===== config.mk =====
export PLATFORM = sky130hd
export DESIGN_NAME = rom_loader
export DESIGN_NICKNAME = d
export VERILOG_FILES = /design/src/rtl/td4_pkg.sv /design/src/rtl/prog_mem.sv /design/src/rtl/rom_loader.sv
export SDC_FILE = /design/constraint.sdc
export NUM_CORES = 1
export LEC_CHECK = 0
export CORE_ASPECT_RATIO = 1.2
export CORE_MARGIN = 8
export CORE_UTILIZATION = 45
export CTS_CLUSTER_SIZE = 12
export DETAILED_ROUTE_END_ITERATION = 6
export GPL_TIMING_DRIVEN = 0
export PLACE_DENSITY = 0.66
export SETUP_SLACK_MARGIN = 0.5
export SLEW_MARGIN = 20
export SYNTH_ARGS = -nofsm -noshare
export SYNTH_HDL_FRONTEND = slang
export SYNTH_SLANG_ARGS = --single-unit

===== constraint.sdc =====
create_clock -name mclock -period 2.75 [get_ports mclock]
set_input_delay 0.275 -clock mclock [delete_from_list [all_inputs] [get_ports mclock]]
set_output_delay 0.275 -clock mclock [all_outputs]
set_load 0.05 [all_outputs]

===== src/rtl/td4_pkg.sv =====
// Shared TD4 constants and the program-loader state encoding.
package td4_pkg;
  localparam int DEPTH = 16;
  localparam int AW    = 4;
  localparam int DW    = 8;
  localparam int OPW   = DW;

  typedef enum logic [1:0] {
    IDLE   = 2'd0,
    LOAD   = 2'd1,
    CHECK  = 2'd2,
    COMMIT = 2'd3
  } ld_state_e;
endpackage


===== src/rtl/prog_mem.sv =====
// Single-write, async-read DEPTH x DW array; power-up contents come from INIT.
module prog_mem
  import td4_pkg::*;
#(
  parameter int DEPTH = td4_pkg::DEPTH,
  parameter int AW    = td4_pkg::AW,
  parameter int DW    = td4_pkg::DW,
  parameter logic [DEPTH-1:0][DW-1:0] INIT = '0
) (
  input  logic          clk_i,
  input  logic          we_i,
  input  logic [AW-1:0] waddr_i,
  input  logic [DW-1:0] wdata_i,
  input  logic [AW-1:0] raddr_i,
  output logic [DW-1:0] rdata_o
);

  // No reset on purpose: contents must survive reset_n.
  logic [DEPTH-1:0][DW-1:0] mem_q = INIT;

  always_ff @(posedge clk_i) begin
    if (we_i) mem_q[waddr_i] <= wdata_i;
  end

  assign rdata_o = mem_q[raddr_i];

endmodule


===== src/rtl/rom_loader.sv =====
// TD4 program ROM writer: stages a checksummed 16-byte image, then copies it into the fetch array.
module rom_loader
  import td4_pkg::*;
#(
  parameter int DEPTH   = td4_pkg::DEPTH,
  parameter int AW      = td4_pkg::AW,
  parameter int DW      = td4_pkg::DW,
  parameter int TIMEOUT = 255,
  parameter logic [DEPTH-1:0][DW-1:0] INIT = '0
) (
  input  logic          mclock,
  input  logic          reset_n,
  input  logic          load_req,
  input  logic          wr_valid,
  input  logic [DW-1:0] wr_data,
  output logic          wr_ready,
  input  logic [AW-1:0] rd_addr,
  output logic [DW-1:0] rd_data,
  output logic          cpu_run,
  output logic          busy,
  output logic          done,
  output logic          err
);

  localparam logic [AW:0] IDX_CKS  = (AW+1)'(DEPTH);
  localparam logic [AW:0] IDX_LAST = (AW+1)'(DEPTH-1);
  localparam logic [AW:0] IDX_ONE  = (AW+1)'(1);
  localparam logic [7:0]  TMO_LIM  = 8'(TIMEOUT-1);

  ld_state_e     state_q, state_d;
  logic [AW:0]   idx_q, idx_d;
  logic [DW-1:0] sum_q, sum_d;
  logic [7:0]    tmo_q, tmo_d;
  logic          err_q, err_d;
  logic          stage_we, act_we, accept;
  logic [DW-1:0] stage_rd;

  assign accept = wr_valid && wr_ready;

  always_ff @(posedge mclock or negedge reset_n) begin
    if (!reset_n) begin
      state_q <= IDLE;
      idx_q   <= '0;
      sum_q   <= '0;
      tmo_q   <= '0;
      err_q   <= 1'b0;
    end else begin
      state_q <= state_d;
      idx_q   <= idx_d;
      sum_q   <= sum_d;
      tmo_q   <= tmo_d;
      err_q   <= err_d;
    end
  end

  always_comb begin
    state_d  = state_q;
    idx_d    = idx_q;
    sum_d    = sum_q;
    tmo_d    = tmo_q;
    err_d    = err_q;
    stage_we = 1'b0;
    act_we   = 1'b0;
    case (state_q)
      IDLE: begin
        if (load_req) begin
          state_d = LOAD;
          idx_d   = '0;
          sum_d   = '0;
          tmo_d   = '0;
          err_d   = 1'b0;
        end
      end
      LOAD: begin
        // An accept always beats a timeout expiring on the same cycle.
        if (accept) begin
          sum_d = sum_q + wr_data;
          tmo_d = '0;
          if (idx_q == IDX_CKS) begin
            state_d = CHECK;
          end else begin
            stage_we = 1'b1;
            idx_d    = idx_q + IDX_ONE;
          end
        end else if (TIMEOUT != 0 && tmo_q >= TMO_LIM) begin
          state_d = IDLE;
          err_d   = 1'b1;
        end else if (tmo_q != 8'hFF) begin
          tmo_d = tmo_q + 8'd1;
        end
      end
      CHECK: begin
        if (sum_q == '0) begin
          state_d = COMMIT;
          idx_d   = '0;
        end else begin
          state_d = IDLE;
          err_d   = 1'b1;
        end
      end
      COMMIT: begin
        act_we = 1'b1;
        idx_d  = idx_q + IDX_ONE;
        if (idx_q == IDX_LAST) state_d = IDLE;
      end
      default: state_d = IDLE;
    endcase
  end

  // The core only runs from IDLE, so it never fetches a half-copied image.
  assign wr_ready = (state_q == LOAD);
  assign busy     = (state_q != IDLE);
  assign cpu_run  = (state_q == IDLE);
  assign done     = (state_q == COMMIT) && (idx_q == IDX_LAST);
  assign err      = err_q;

  prog_mem #(.DEPTH(DEPTH), .AW(AW), .DW(DW), .INIT('0)) u_stage (
    .clk_i   (mclock),
    .we_i    (stage_we),
    .waddr_i (idx_q[AW-1:0]),
    .wdata_i (wr_data),
    .raddr_i (idx_q[AW-1:0]),
    .rdata_o (stage_rd)
  );

  prog_mem #(.DEPTH(DEPTH), .AW(AW), .DW(DW), .INIT(INIT)) u_active (
    .clk_i   (mclock),
    .we_i    (act_we),
    .waddr_i (idx_q[AW-1:0]),
    .wdata_i (stage_rd),
    .raddr_i (rd_addr),
    .rdata_o (rd_data)
  );

endmodule


== Word level (Yosys, flattened, before mapping) ==
Cells that the tools add are included.

* Register bits: 280
* Output and inout port bits: 13
* Word-level logic and storage cells: 111
* Bits of input ports: 16

* Add/subtract/negate cells: 3
* Equal/unequal tests: 18
* Mux-type cells: 36
* Reduce and logical (&&, ||, !) cells: 13
* Magnitude comparators: 4

{| class="wikitable"
|+ Operator list
! operator !! number
|-
| $bwmux W128 || 2
|-
| $bmux W8 S4 || 2
|-
| $mux W8 || 8
|-
| $demux W8 S4 || 1
|-
| $pmux W8 S2 || 2
|-
| $mux W5 || 4
|-
| $pmux W5 S4 || 1
|-
| $mux W2 || 6
|-
| $ne A2 B2 Y1 const B || 6
|-
| $reduce_and A4 Y1 || 3
|-
| $lt A4 B5 Y1 const B || 2
|-
| $add A8 B1 Y8 const B || 1
|-
| $add A8 B8 Y8 || 1
|-
| $ge A8 B8 Y1 const B || 1
|-
| $logic_not A8 Y1 || 1
|-
| $mux W1 || 8
|-
| $ne A8 B8 Y1 const B || 1
|-
| $pmux W2 S4 || 1
|-
| $ne A3 B1 Y1 const B || 2
|-
| $add A5 B1 Y5 const B || 1
|-
| $eq A5 B4 Y1 const B || 1
|-
| $eq A5 B5 Y1 const B || 1
|-
| $reduce_and A5 Y1 || 1
|-
| $eq A2 B2 Y1 const B || 2
|-
| 11 further kinds || 15
|}

== Longest topological paths before layout ==
* Depth after elaboration: 5
* Gate-level depth with buffers: 9
* Depth with buffers taken out: 8

== Cells and area by module ==
A second synthesis with hierarchy kept.

* Cells, all modules: 604
* Area, all modules: 11574.9 µm²

{| class="wikitable"
|+ Modules (own cells, without submodules)
! module !! sequential area each (µm²) !! times used !! area each (µm²) !! cells each
|-
| prog_mem || 3843.7 || 2 || 4987.3 || 221
|-
| rom_loader || 600.6 || 1 || 1600.3 || 162
|}

== Least setup slack after synthesis ==
Ideal clock, no wire load.

* Path type: register -> register
* Start point: register state_q[1]
* End point: register u_stage.mem_q[112] (netlist name), enable pin
* Setup slack: 0.219 ns
* Required time: 2.380 ns
* Library setup time: 0.370 ns
* Arrival: 2.161 ns
* Stages on the path, launching flop included: 8
* Buffers on the path: 1
* Clock period less this slack: 2.531 ns
* Cell sequence: dfrtp_1 -> inv_1 -> ha_1 -> clkbuf_1 -> nand2_1 -> nor2_1 -> nand2_1 -> nor2_1

* Longest elaborated chain between the ends: 4

{| class="wikitable"
|+ Ends and longest elaborated chain
! item !! RTL line !! source
|-
| start, declared || rom_loader.sv:30 || <nowiki>ld_state_e state_q, state_d;</nowiki>
|-
| start signal, assigned || rom_loader.sv:48 || <nowiki>state_q <= state_d;</nowiki>
|-
| $eq A2 B1 Y1 * || rom_loader.sv:111 || <nowiki>assign wr_ready = (state_q == LOAD);</nowiki>
|-
| net wr_ready || rom_loader.sv:16 || <nowiki>output logic wr_ready,</nowiki>
|-
| $logic_and A1 B1 Y1 || rom_loader.sv:38 || <nowiki>assign accept = wr_valid && wr_ready;</nowiki>
|-
| $mux W1 || rom_loader.sv:76 || <nowiki>if (accept) begin</nowiki>
|-
| $mux W1 * || rom_loader.sv:64 || <nowiki>case (state_q)</nowiki>
|-
| end signal, assigned by index || prog_mem.sv:22 || <nowiki>if (we_i) mem_q[waddr_i] <= wdata_i;</nowiki>
|-
| end, declared || prog_mem.sv:19 || <nowiki>logic [DEPTH-1:0][DW-1:0] mem_q = INIT;</nowiki>
|}

Mark *: on every way through the listed nets, which the timed path passes. The rest lies on a longest branch.
A chain may end at the register's enable or synchronous reset.

== Worst setup path after layout ==
* Start point: register u_active.mem_q[99] (netlist name)
* End point: output port rd_data[3]

* Longest elaborated chain between the ends: 2

{| class="wikitable"
|+ Ends and longest elaborated chain
! item !! RTL line !! source
|-
| start, declared || prog_mem.sv:19 ||
|-
| start signal, assigned by index || prog_mem.sv:22 ||
|-
| $bmux W8 S4 || prog_mem.sv:25 || <nowiki>assign rdata_o = mem_q[raddr_i];</nowiki>
|-
| $mux W8 (implied by the code) || prog_mem.sv:25 ||
|-
| end, declared || rom_loader.sv:18 || <nowiki>output logic [DW-1:0] rd_data,</nowiki>
|}

No other way between the ends. The select of a mux whose other input is x is not followed.

==> results_tabular.tex <==
\begin{tabular}{lr}
\hline
Metric & Value \\
\hline
\multicolumn{2}{l}{\textbf{Outcome}} \\
\quad Result of the run & completed \\
\multicolumn{2}{l}{\textbf{Synth}} \\
\quad Synth Cell Area & 11700 um\^{}2 \\
\quad Sequential area share after synthesis & 71.0\% \\
\quad Yosys warning count & 0 \\
\quad Yosys cell types & 43 \\
\quad Synthesized flop and latch total & 280 \\
\quad Syn avg cell area & 20.0 um\^{}2 \\
\quad Async S/R FF share, synth & 8.57\% \\
\quad Number of synthesized flops with an enable pin & 256 \\
\quad Post-synthesis net count & 622 \\
\quad Post-synth top flop & sky130\_fd\_sc\_hd\_\_edfxtp\_1 \\
\quad Post-synthesis cell count & 585 \\
\multicolumn{2}{l}{\textbf{Power and ir drop}} \\
\quad Cell Int Power & 9310 uW \\
\quad Leak & 0.00476 uW \\
\quad Switching power & 4220 uW \\
\quad Worst IR Drop VDD & 0.612 mV \\
\quad Sequential Power Share & 40.9\% \\
\quad Portion of total power attributed to the clock network & 25.2\% \\
\quad Net switching fraction of the power & 31.2\% \\
\quad Combinational share of power & 33.9\% \\
\quad Overall power & 13500 uW \\
\quad Areal power density over the cells & 953 nW/um\^{}2 \\
\multicolumn{2}{l}{\textbf{Clocking}} \\
\quad CTS tree & yes \\
\quad Clock tree root buffer cell & sky130\_fd\_sc\_hd\_\_clkbuf\_16 \\
\quad Register clock-pin slew on the reported worst setup and hold paths & 0.06 ns \\
\quad Clock insertion delay at the later pin of the skew report & 0.54 ns \\
\quad Cts bufs inserted & 28 \\
\quad Number of H-tree levels & 1 \\
\quad CTS sink cnt & 280 \\
\quad Worst-case clock buffer depth & 3 \\
\multicolumn{2}{l}{\textbf{Job}} \\
\quad Max Cap Viol & 0 \\
\multicolumn{2}{l}{\textbf{Drt}} \\
\quad WL per Instance & 25.4 um \\
\quad Antenna-violating nets left & 0 \\
\quad Total wire length after detailed routing & 26.4 mm \\
\quad First-pass DRT Iterations & 5 \\
\quad Post-DR vias/cell & 5.85 \\
\quad Via total after detailed routing & 6095 \\
\quad DRC violation count after routing & 0 \\
\quad Violation count after the first detailed-route iteration & 608 \\
\multicolumn{2}{l}{\textbf{Finish}} \\
\quad Final standard cell utilization of the core & 55.5\% \\
\quad \# fillers & 1862 \\
\quad Fraction of final layout cells sized beyond drive strength 1 & 32.3\% \\
\quad Layout Nets & 730 \\
\quad Area growth from synthesis to layout & 21.5\% \\
\quad Antenna diodes & 0 \\
\multicolumn{2}{l}{\textbf{Setup path}} \\
\quad Kind of end point of the critical path & primary output \\
\quad Critical Path Max Stage Delay & 0.52 ns \\
\quad Kind of cell adding the most delay to the critical path & multiplexers \\
\quad Arrival time reported for the critical path endpoint & 2.13 ns \\
\quad Critical Path Most Common Cell & sky130\_fd\_sc\_hd\_\_mux4\_2 \\
\quad Required time of the critical path & 2.48 ns \\
\quad Crit-path cells & mux4\_2 -> mux4\_2 -> buf\_6 \\
\quad Reg-to-reg slack, setup & 0.37 ns \\
\quad Number of buffer and inverter stages on the critical path & 1 \\
\quad Worst Setup Path Type & flip-flop to primary output \\
\quad Max Fanout on Critical Path & 1 \\
\quad Startpoint Class & flip-flop \\
\quad Slowest CP cell & sky130\_fd\_sc\_hd\_\_mux4\_2 \\
\multicolumn{2}{l}{\textbf{STA}} \\
\quad Final setup vio count & 0 \\
\quad Post-route worst hold slack & 0.264 ns \\
\quad Worst clock skew on the final layout & 0.0138 ns \\
\quad Slew @ Worst Pin & 0.983 ns \\
\quad Max Freq & 415 MHz \\
\quad Final setup TNS & 0 ns \\
\quad Final number of max-transition violations & 0 \\
\quad Time the final worst path needs with I/O delays and setup & 2.41 ns \\
\quad Unrepaired setup endpoints after global routing & yes \\
\quad Share of the clock period used by the worst path & 87.6\% \\
\quad Final hold viol count & 0 \\
\quad Slew HR & 34.5\% \\
\multicolumn{2}{l}{\textbf{Floorplan}} \\
\quad Initial cell density of the core & 45.7\% \\
\quad Core area & 25500 um\^{}2 \\
\quad Die area & 31400 um\^{}2 \\
\quad Vertical extent of the die & 192 um \\
\quad Horizontal die dimension & 163 um \\
\quad IO Pins & 29 \\
\quad Std-Cell Rows & 64 \\
\multicolumn{2}{l}{\textbf{GRT}} \\
\quad GRT Resource Usage Total & 16.1\% \\
\quad Global-route wire length before repair & 38.2 mm \\
\quad Total congestion overflow & 0 \\
\quad Via count of the first global-routing pass & 6314 \\
\quad Pin count of the biggest net entering global routing & 25 \\
\quad Number of antenna violations at the first check in global routing & 0 \\
\multicolumn{2}{l}{\textbf{Min path}} \\
\quad Kind of path behind the tightest hold check & primary input to asynchronous set/reset pin \\
\multicolumn{2}{l}{\textbf{Placed design}} \\
\quad Placer Congestion & 0.808 \\
\quad Count of buffers from port buffering & 25 \\
\quad Sum of net half-perimeters after detailed placement & 15.9 mm \\
\hline
\end{tabular}
==> timing repair <==
action | 4_1_cts | 5_1_grt
cloned | 1 | 5
hold endpoints to repair | 0 | 24
setup buffers | 28 | 17
hold buffers | 0 | 1
endpoints found under the setup margin | 368 | 388
pin swaps | 16 | 10
resized for setup | 154 | 74
==> per-layer routing <==
layer,GRT usage [%],routed length [um],vias to the layer above
met5,0,0,-
met1,18.9,10400,3179
met3,3.16,1570,47
met2,29.1,13900,249
li1,-,-,2620
met4,5.19,604,0
==> power by group through the flow <==
stage | Sequential [uW] | Combinational, uW | Clock [uW]
3_3_place_gp | 5600 | 3090 | 0
2_1_floorplan | 5590 | 2180 | 0
4_1_cts | 5530 | 3930 | 3450
6_report | 5540 | 4580 | 3400
3_5_place_dp | 5620 | 3210 | 0
5_1_grt | 5560 | 4850 | 3620
==> logic make-up (layout without fill, tap and decap cells) <==
group / Yosys count / count (layout) / share of synthesized area (%)
xor gates and xnor gates: 9 / 9 / 0.675
AOI/OAI and AO/OA: 49 / 49 / 2.59
buffers and inverters: 37 / 159 / 1.82
and+or+nand+nor: 107 / 107 / 4.16
adders and majority gates: 21 / 21 / 2.32
DFF: 280 / 280 / 71.0
muxes: 82 / 86 / 17.4
==> worst reg2reg max path, delay by kind of cell (launching register included) <==
| kind | cells | cell delay (ns) |
|---|---|---|
| flops | 1 | 0.39 |
| mux | 2 | 1.02 |
| buf+inv | 5 | 0.71 |
==> worst paths after layout <==
path	from	depth (start not counted)	to
max	u_active.mem_q[99]$_DFFE_PP_	3	rd_data[3]
min	reset_n	2	tmo_q[4]$_DFFE_PN0P_
max reg2reg	idx_q[0]$_DFFE_PN0P_	7	u_active.mem_q[85]$_DFFE_PP_
min reg2reg	tmo_q[7]$_DFFE_PN0P_	2	tmo_q[7]$_DFFE_PN0P_
max in group asynchronous	reset_n	2	state_q[0]$_DFFE_PN0P_
min in group mclock	wr_data[1]	1	u_stage.mem_q[49]$_DFFE_PP_
==> stage by stage <==
step	setup slack, ns	cell area [um^2]	cells
6_report	0.341	14200	1041
5_1_grt	0.311	14200	1041
4_1_cts	0.313	13800	1018
3_5_place_dp	-0.655	12400	941
3_3_place_gp	-0.609	12400	940
2_1_floorplan	0.487	11700	585
==> layout make-up <==
| cell class | instances | area [um^2] | share of cell area (%) |
|---|---|---|---|
| Sequential cell | 280 | 8290 | 58.4 |
| Multi-Input combinational cell | 272 | 3430 | 24.2 |
| Timing Repair Buffer | 74 | 942 | 6.64 |
| Clock buffer | 44 | 782 | 5.51 |
| Tap cell | 330 | 413 | 2.91 |
| Buffer | 27 | 269 | 1.90 |
| Inverter | 10 | 41.3 | 0.291 |
| Clock inverter | 4 | 16.3 | 0.115 |
==> cells in the final DEF (no fill, tap or decap), types with 3 or more instances in the layout <==
cell type                         instances
sky130_fd_sc_hd__xor2_1                   4
sky130_fd_sc_hd__nand3_1                  7
sky130_fd_sc_hd__inv_1                    8
sky130_fd_sc_hd__a21oi_1                 15
sky130_fd_sc_hd__mux4_2                  67
sky130_fd_sc_hd__clkdlybuf4s50_1          7
sky130_fd_sc_hd__nor3_1                   5
sky130_fd_sc_hd__clkbuf_2                 4
sky130_fd_sc_hd__nor2_2                   5
sky130_fd_sc_hd__a21o_1                   5
sky130_fd_sc_hd__or2_2                    3
sky130_fd_sc_hd__clkbuf_1                18
sky130_fd_sc_hd__dfrtp_1                 23
sky130_fd_sc_hd__buf_12                  24
sky130_fd_sc_hd__dlymetal6s2s_1           4
sky130_fd_sc_hd__a22o_1                   3
sky130_fd_sc_hd__nor2_4                  24
sky130_fd_sc_hd__nor2_1                  14
sky130_fd_sc_hd__nand2b_1                 5
sky130_fd_sc_hd__clkinv_1                 3
sky130_fd_sc_hd__clkbuf_16               31
sky130_fd_sc_hd__ha_1                    17
sky130_fd_sc_hd__xnor2_1                  5
sky130_fd_sc_hd__nand2_8                  3
sky130_fd_sc_hd__buf_6                   21
sky130_fd_sc_hd__mux4_1                  17
sky130_fd_sc_hd__buf_4                   20
sky130_fd_sc_hd__and2_1                   3
sky130_fd_sc_hd__nand2_1                 22
sky130_fd_sc_hd__o21ai_0                 12
sky130_fd_sc_hd__clkbuf_8                 3
sky130_fd_sc_hd__buf_1                    3
sky130_fd_sc_hd__edfxtp_1               256
sky130_fd_sc_hd__buf_2                    3
==> cells in the mapped netlist, types with 2 or more instances <==
master	number	share of area, %
sky130_fd_sc_hd__and3_1	3	0.16
sky130_fd_sc_hd__a211oi_1	2	0.13
sky130_fd_sc_hd__mux4_1	56	13
sky130_fd_sc_hd__buf_6	6	0.58
sky130_fd_sc_hd__nand2b_1	5	0.27
sky130_fd_sc_hd__edfxtp_1	256	66
sky130_fd_sc_hd__and4_1	2	0.15
sky130_fd_sc_hd__a21oi_1	15	0.64
sky130_fd_sc_hd__mux2_2	2	0.19
sky130_fd_sc_hd__o31ai_1	2	0.13
sky130_fd_sc_hd__or2_2	3	0.16
sky130_fd_sc_hd__nand3_1	7	0.30
sky130_fd_sc_hd__o211ai_1	2	0.13
sky130_fd_sc_hd__a22o_1	3	0.23
sky130_fd_sc_hd__nand2_1	27	0.87
sky130_fd_sc_hd__mux4_2	24	4.6
sky130_fd_sc_hd__dfrtp_1	24	5.1
sky130_fd_sc_hd__or3_1	2	0.11
sky130_fd_sc_hd__nor4_1	2	0.11
sky130_fd_sc_hd__and2_1	3	0.16
sky130_fd_sc_hd__clkbuf_1	14	0.45
sky130_fd_sc_hd__buf_1	4	0.13
sky130_fd_sc_hd__ha_1	20	2.1
sky130_fd_sc_hd__inv_1	10	0.32
sky130_fd_sc_hd__xnor2_1	5	0.38
sky130_fd_sc_hd__nor3_1	7	0.30
sky130_fd_sc_hd__o21ai_1	2	0.086
sky130_fd_sc_hd__o21ai_0	12	0.51
sky130_fd_sc_hd__nor2_1	43	1.4
sky130_fd_sc_hd__o21bai_1	2	0.13
sky130_fd_sc_hd__a21o_1	5	0.32
sky130_fd_sc_hd__xor2_1	4	0.30
==> state kept, by name, indices dropped and copies added, names as in the netlist <==
name / flops
u_active.mem_q: 128
u_stage.mem_q: 128
sum_q: 8
tmo_q: 8
idx_q: 5
state_q: 2
err: 1
Note: power is estimated with default switching activity, not from simulation.
==> edit 1 (same settings) <==
Register the output `err` once more, without a reset; this adds one clock of latency there. The other outputs are not delayed to match.
--- a/src/rtl/rom_loader.sv
+++ b/src/rtl/rom_loader.sv
@@ -112,7 +112,9 @@
   assign busy     = (state_q != IDLE);
   assign cpu_run  = (state_q == IDLE);
   assign done     = (state_q == COMMIT) && (idx_q == IDX_LAST);
-  assign err      = err_q;
+  always_ff @(posedge mclock) begin
+    err <= err_q;
+  end
 
   prog_mem #(.DEPTH(DEPTH), .AW(AW), .DW(DW), .INIT('0)) u_stage (
     .clk_i   (mclock),
Formal check against the unedited RTL: no difference found for any inputs over 10 cycles, from zero or initial values and one cycle with reset_n low; that may be too few to reach the edited logic, so the function may still have changed.
==> edit 1 against the original RTL <==
  * Die area grew 0.16%
  * Final cell count shrank 2.2%
  * Core utilization shrank 1.2 points
  * Count of clock-buffer cells in the layout shrank 3
  * Worst setup slack gained 8.7 ps
  * Via count shrank 5.3%
  * Sequential cell count grew 1
  * Final area shrank 2.2%
  * Hold slack lost 5.8 ps
  * Global-route usage shrank 0.65 points
  * Area after synthesis grew 0.17%
  * Routed wire length shrank 8.7%
  * Critical endpoint is now rd_data[1]
  * Total power shrank 5.2%
==> edit 1: results (changes against the original RTL) <==
* Outcome: completed
* First-pass GRT wire length at 36.9 mm (-3.4%)
* Clock-cell share of area at 5.83% (+0.20 points)
* Global Route Usage Sum at 15.5% (-0.65 points)
* FF-to-FF End: u_active.mem_q[106]
* Area contributors post-synth: edfxtp_1 (66%), mux4_1 (13%), dfrtp_1 (5.1%)
* Post-Syn Instances at 586 (+0.17%)
* Fill cell count at 1,898 (+1.9%)
* Net Sw Power at 3870 uW (-8.2%)
* Synth async-reset ratio at 8.54% (-0.031 points)
* F_max at 417 MHz (+0.36%)
* Nets at 710 (-2.7%)
* Total Power at 12,800 uW (-5.2%)
* CP Launch Point: u_active.mem_q[121]
* Syn nets at 623 (+0.16%)
* Non-clk bufs at 84 (-17%)
* Sequential-to-total area share from yosys stat at 71.1% (about the same)
* CP endpoint: rd_data[1]
* DR WL/cell at 23.7 um (-6.7%)
* First-pass DRT Iterations at 4 (-1)
* Postcts setup bufs at 22 (-21%)
* Leak at 0.00468 uW (-1.8%)
* Cell Area, Synth at 0.0117 mm2 (+0.17%)
* Footprint of the multi-input gates at 0.00336 mm2 (-2.1%)
* Layout Skew at 16.6 ps (+2.79 ps)
* Min-delay worst type: primary input to flop
* Drt total wl at 24.1 mm (-8.7%)
* HPWL Detailed at 15.9 mm (about the same)
* Seq group at 5560 uW (about the same)
* Share of layout cells above drive strength 1 at 28.3% (-4.0 points)
* Post-cts gate resize count at 159 (+3.2%)
* Number of global-route vias before repair at 6,178 (-2.2%)
## edit 1: cell count changes in the layout (fill, tap and decap cells not counted), sizes merged
cell,change
dlygate4sd2,+3
dfxtp,+1
clkdlybuf4s15,+1
dlymetal6s2s,-3
mux4,-4
buf,-18
clkbuf,-3
## edit 1: layer usage
layer / part of all wire [%] / vias up / wire, um / track usage (%)
li1: - / 2566 / - / -
met5: 0 / - / 0 / 0
met1: 39 / 3021 / 9380 / 18.2
met3: 4.2 / 47 / 1000 / 2.30
met4: 2.2 / 0 / 521 / 4.13
met2: 55 / 140 / 13200 / 28.7
## edit 1: cells by family after synthesis
| family | Yosys count | share of synthesized area (%) |
|---|---|---|
| flops | 281 | 71.1 |
| xor+xnor | 9 | 0.674 |
| compound gates | 49 | 2.59 |
| buf+inv | 37 | 1.82 |
| simple gates | 107 | 4.15 |
| mux | 82 | 17.4 |
| fa+ha+maj | 21 | 2.31 |
==> edit 2 (same settings) <==
Made on the original files. Change the parameter `TIMEOUT` from 255 to 128.
--- a/src/rtl/rom_loader.sv
+++ b/src/rtl/rom_loader.sv
@@ -5,7 +5,7 @@
   parameter int DEPTH   = td4_pkg::DEPTH,
   parameter int AW      = td4_pkg::AW,
   parameter int DW      = td4_pkg::DW,
-  parameter int TIMEOUT = 255,
+  parameter int TIMEOUT = 128,
   parameter logic [DEPTH-1:0][DW-1:0] INIT = '0
 ) (
   input  logic          mclock,
Behaviour: no difference found for any inputs over 10 cycles, from zero or initial values and one cycle with reset_n low; that may be too few to reach the edited logic, so the function may still have changed.
==> edit 2 against the original RTL <==
  * Area after synthesis down 2.0%
  * Worst setup slack improved by 27 ps
  * Total power down 5.8%
  * Sequential cell count did not move
  * Routed wire length down 2.6%
  * Register-to-register slack improved by 40 ps
  * First-iteration DRC count decreased by 20%
  * Critical path depth stayed put
  * Final area fell by 3.7%
  * Highest routed layer unchanged
==> edit 2: results (changes against the original RTL) <==
* Biggest regs: u_active.mem_q x128, u_stage.mem_q x128
* Cts bufs inserted at 28 (unchanged)
* First-pass GRT wire length at 37.0 mm (-3.3%)
* PwrDens at 932 mW/mm2 (-2.2%)
* Post-route insts no fill at 1,009 (-3.1%)
* Met3 WL at 1.84 mm (+17%)
* M1 GR Usage at 19.0% (+0.081 points)
* Area contributors post-synth: edfxtp_1 (67%), mux4_2 (16%), dfrtp_1 (5.2%)
* GPL Wtd Cong at 0.806 (-0.25%)
* CP endpoint: rd_data[6]
* Seq group at 5470 uW (-1%)
* Yosys warning count at 0 (unchanged)
* Post-cts gate resize count at 145 (-5.8%)
* Placed inst area at 0.0122 mm2 (-2.1%)
* Outcome: completed
* Sequential-to-total area share from yosys stat at 72.4% (+1.4 points)
* Reg2reg start: idx_q[0]
* Post-synth top cells: edfxtp_1 (256), mux4_2 (80), nor2_1 (35)
* Reg2reg path depth at 5 (-2)
* HPWL Detailed at 15.4 mm (-3.4%)
* DRT iter0 DRCs at 487 (-20%)
* Met2 wire length at 13.6 mm (-2.3%)
* Final period util at 86.6% (-0.98 points)
* Global Route Usage Sum at 15.8% (-0.32 points)
* Critical Path AT at 2110 ps (-20 ps)
* Postcts setup bufs at 6 (-79%)
* Synth Area in Compound Gates at 2.56% (-0.035 points)
* Nets at 693 (-5.1%)
* Syn nets at 613 (-1.4%)
* Drt total wl at 25.7 mm (-2.6%)
* Leak at 0.00446 uW (-6.3%)
* VDD IR max at 0.000687 V (+12%)
* Relative max-transition margin at 51.6% (+17 points)
* Post-synthesis mux area share at 16.0% (-1.5 points)
* Post-synthesis xor/xnor area fraction at 0.612% (-0.063 points)
* Global-route met2 utilization at 28.6% (-0.55 points)
* Synth Area in Adders at 2.25% (-0.063 points)
* Comb power frac at 29.9% (-4.0 points)
* FF-to-FF End: u_active.mem_q[43]
* Layout Skew at 16.1 ps (+2.23 ps)
* DP Worst Slack at -699 ps (-44.2 ps)
* Share of layout cells above drive strength 1 at 33.3% (+0.94 points)
* DP Cell Count at 934 (-0.74%)
* Grt met3 use at 2.74% (-0.42 points)
* Number of global-route vias before repair at 6,126 (-3.0%)
* Average size of a mapped cell at 19.8 um2 (-0.62%)
* Met1 wire length at 9.50 mm (-8.2%)
* Maxcap violations at 0 (unchanged)
* Net Sw Power at 3860 uW (-8.5%)
* Vias per inst at 5.91 (+1.0%)
* CP Launch Point: u_active.mem_q[38]
* Reg2Reg Setup Slack at 410 ps (+40 ps)
* Yosys cell types at 51 (+19%)
edit 2: cell types whose count changed after synthesis, sizes merged, moves of 3 or more:
cell    unedited run  this run
o21a               0         3
nand2             27        21
a21oi             15         9
clkbuf            14        10
nor2              43        35
o21ai             14         8
and2               3         7
or3                2         6
edit 2: how the worst min path moves through the flow:
stage,slack [ps],cells after the start,from,to
finish,270,2,reset_n,tmo_q[5]
global route,310,2,reset_n,tmo_q[6]
CTS,360,1,reset_n,tmo_q[5]
detailed placement,490,1,tmo_q[7],tmo_q[7]
global placement,480,1,tmo_q[7],tmo_q[7]
floorplan,-20,0,reset_n,err
edit 2: layout make-up:
class                   instances  area, um2
plain buffers                  25        253
clock buffers                  48        807
clock inverters                 4       23.8
fillers                      1907      11600
inverters                      11       41.3
multi-input cells             267       3360
flip-flops and latches        280       8290
well taps                     330        413
repair buffers                 44        474
edit 2: critical path, delay by kind of cell, from the launching register on:
kind	cells	cell delay (ps)
buf+inv	1	180
flops	1	370
mux	2	1030
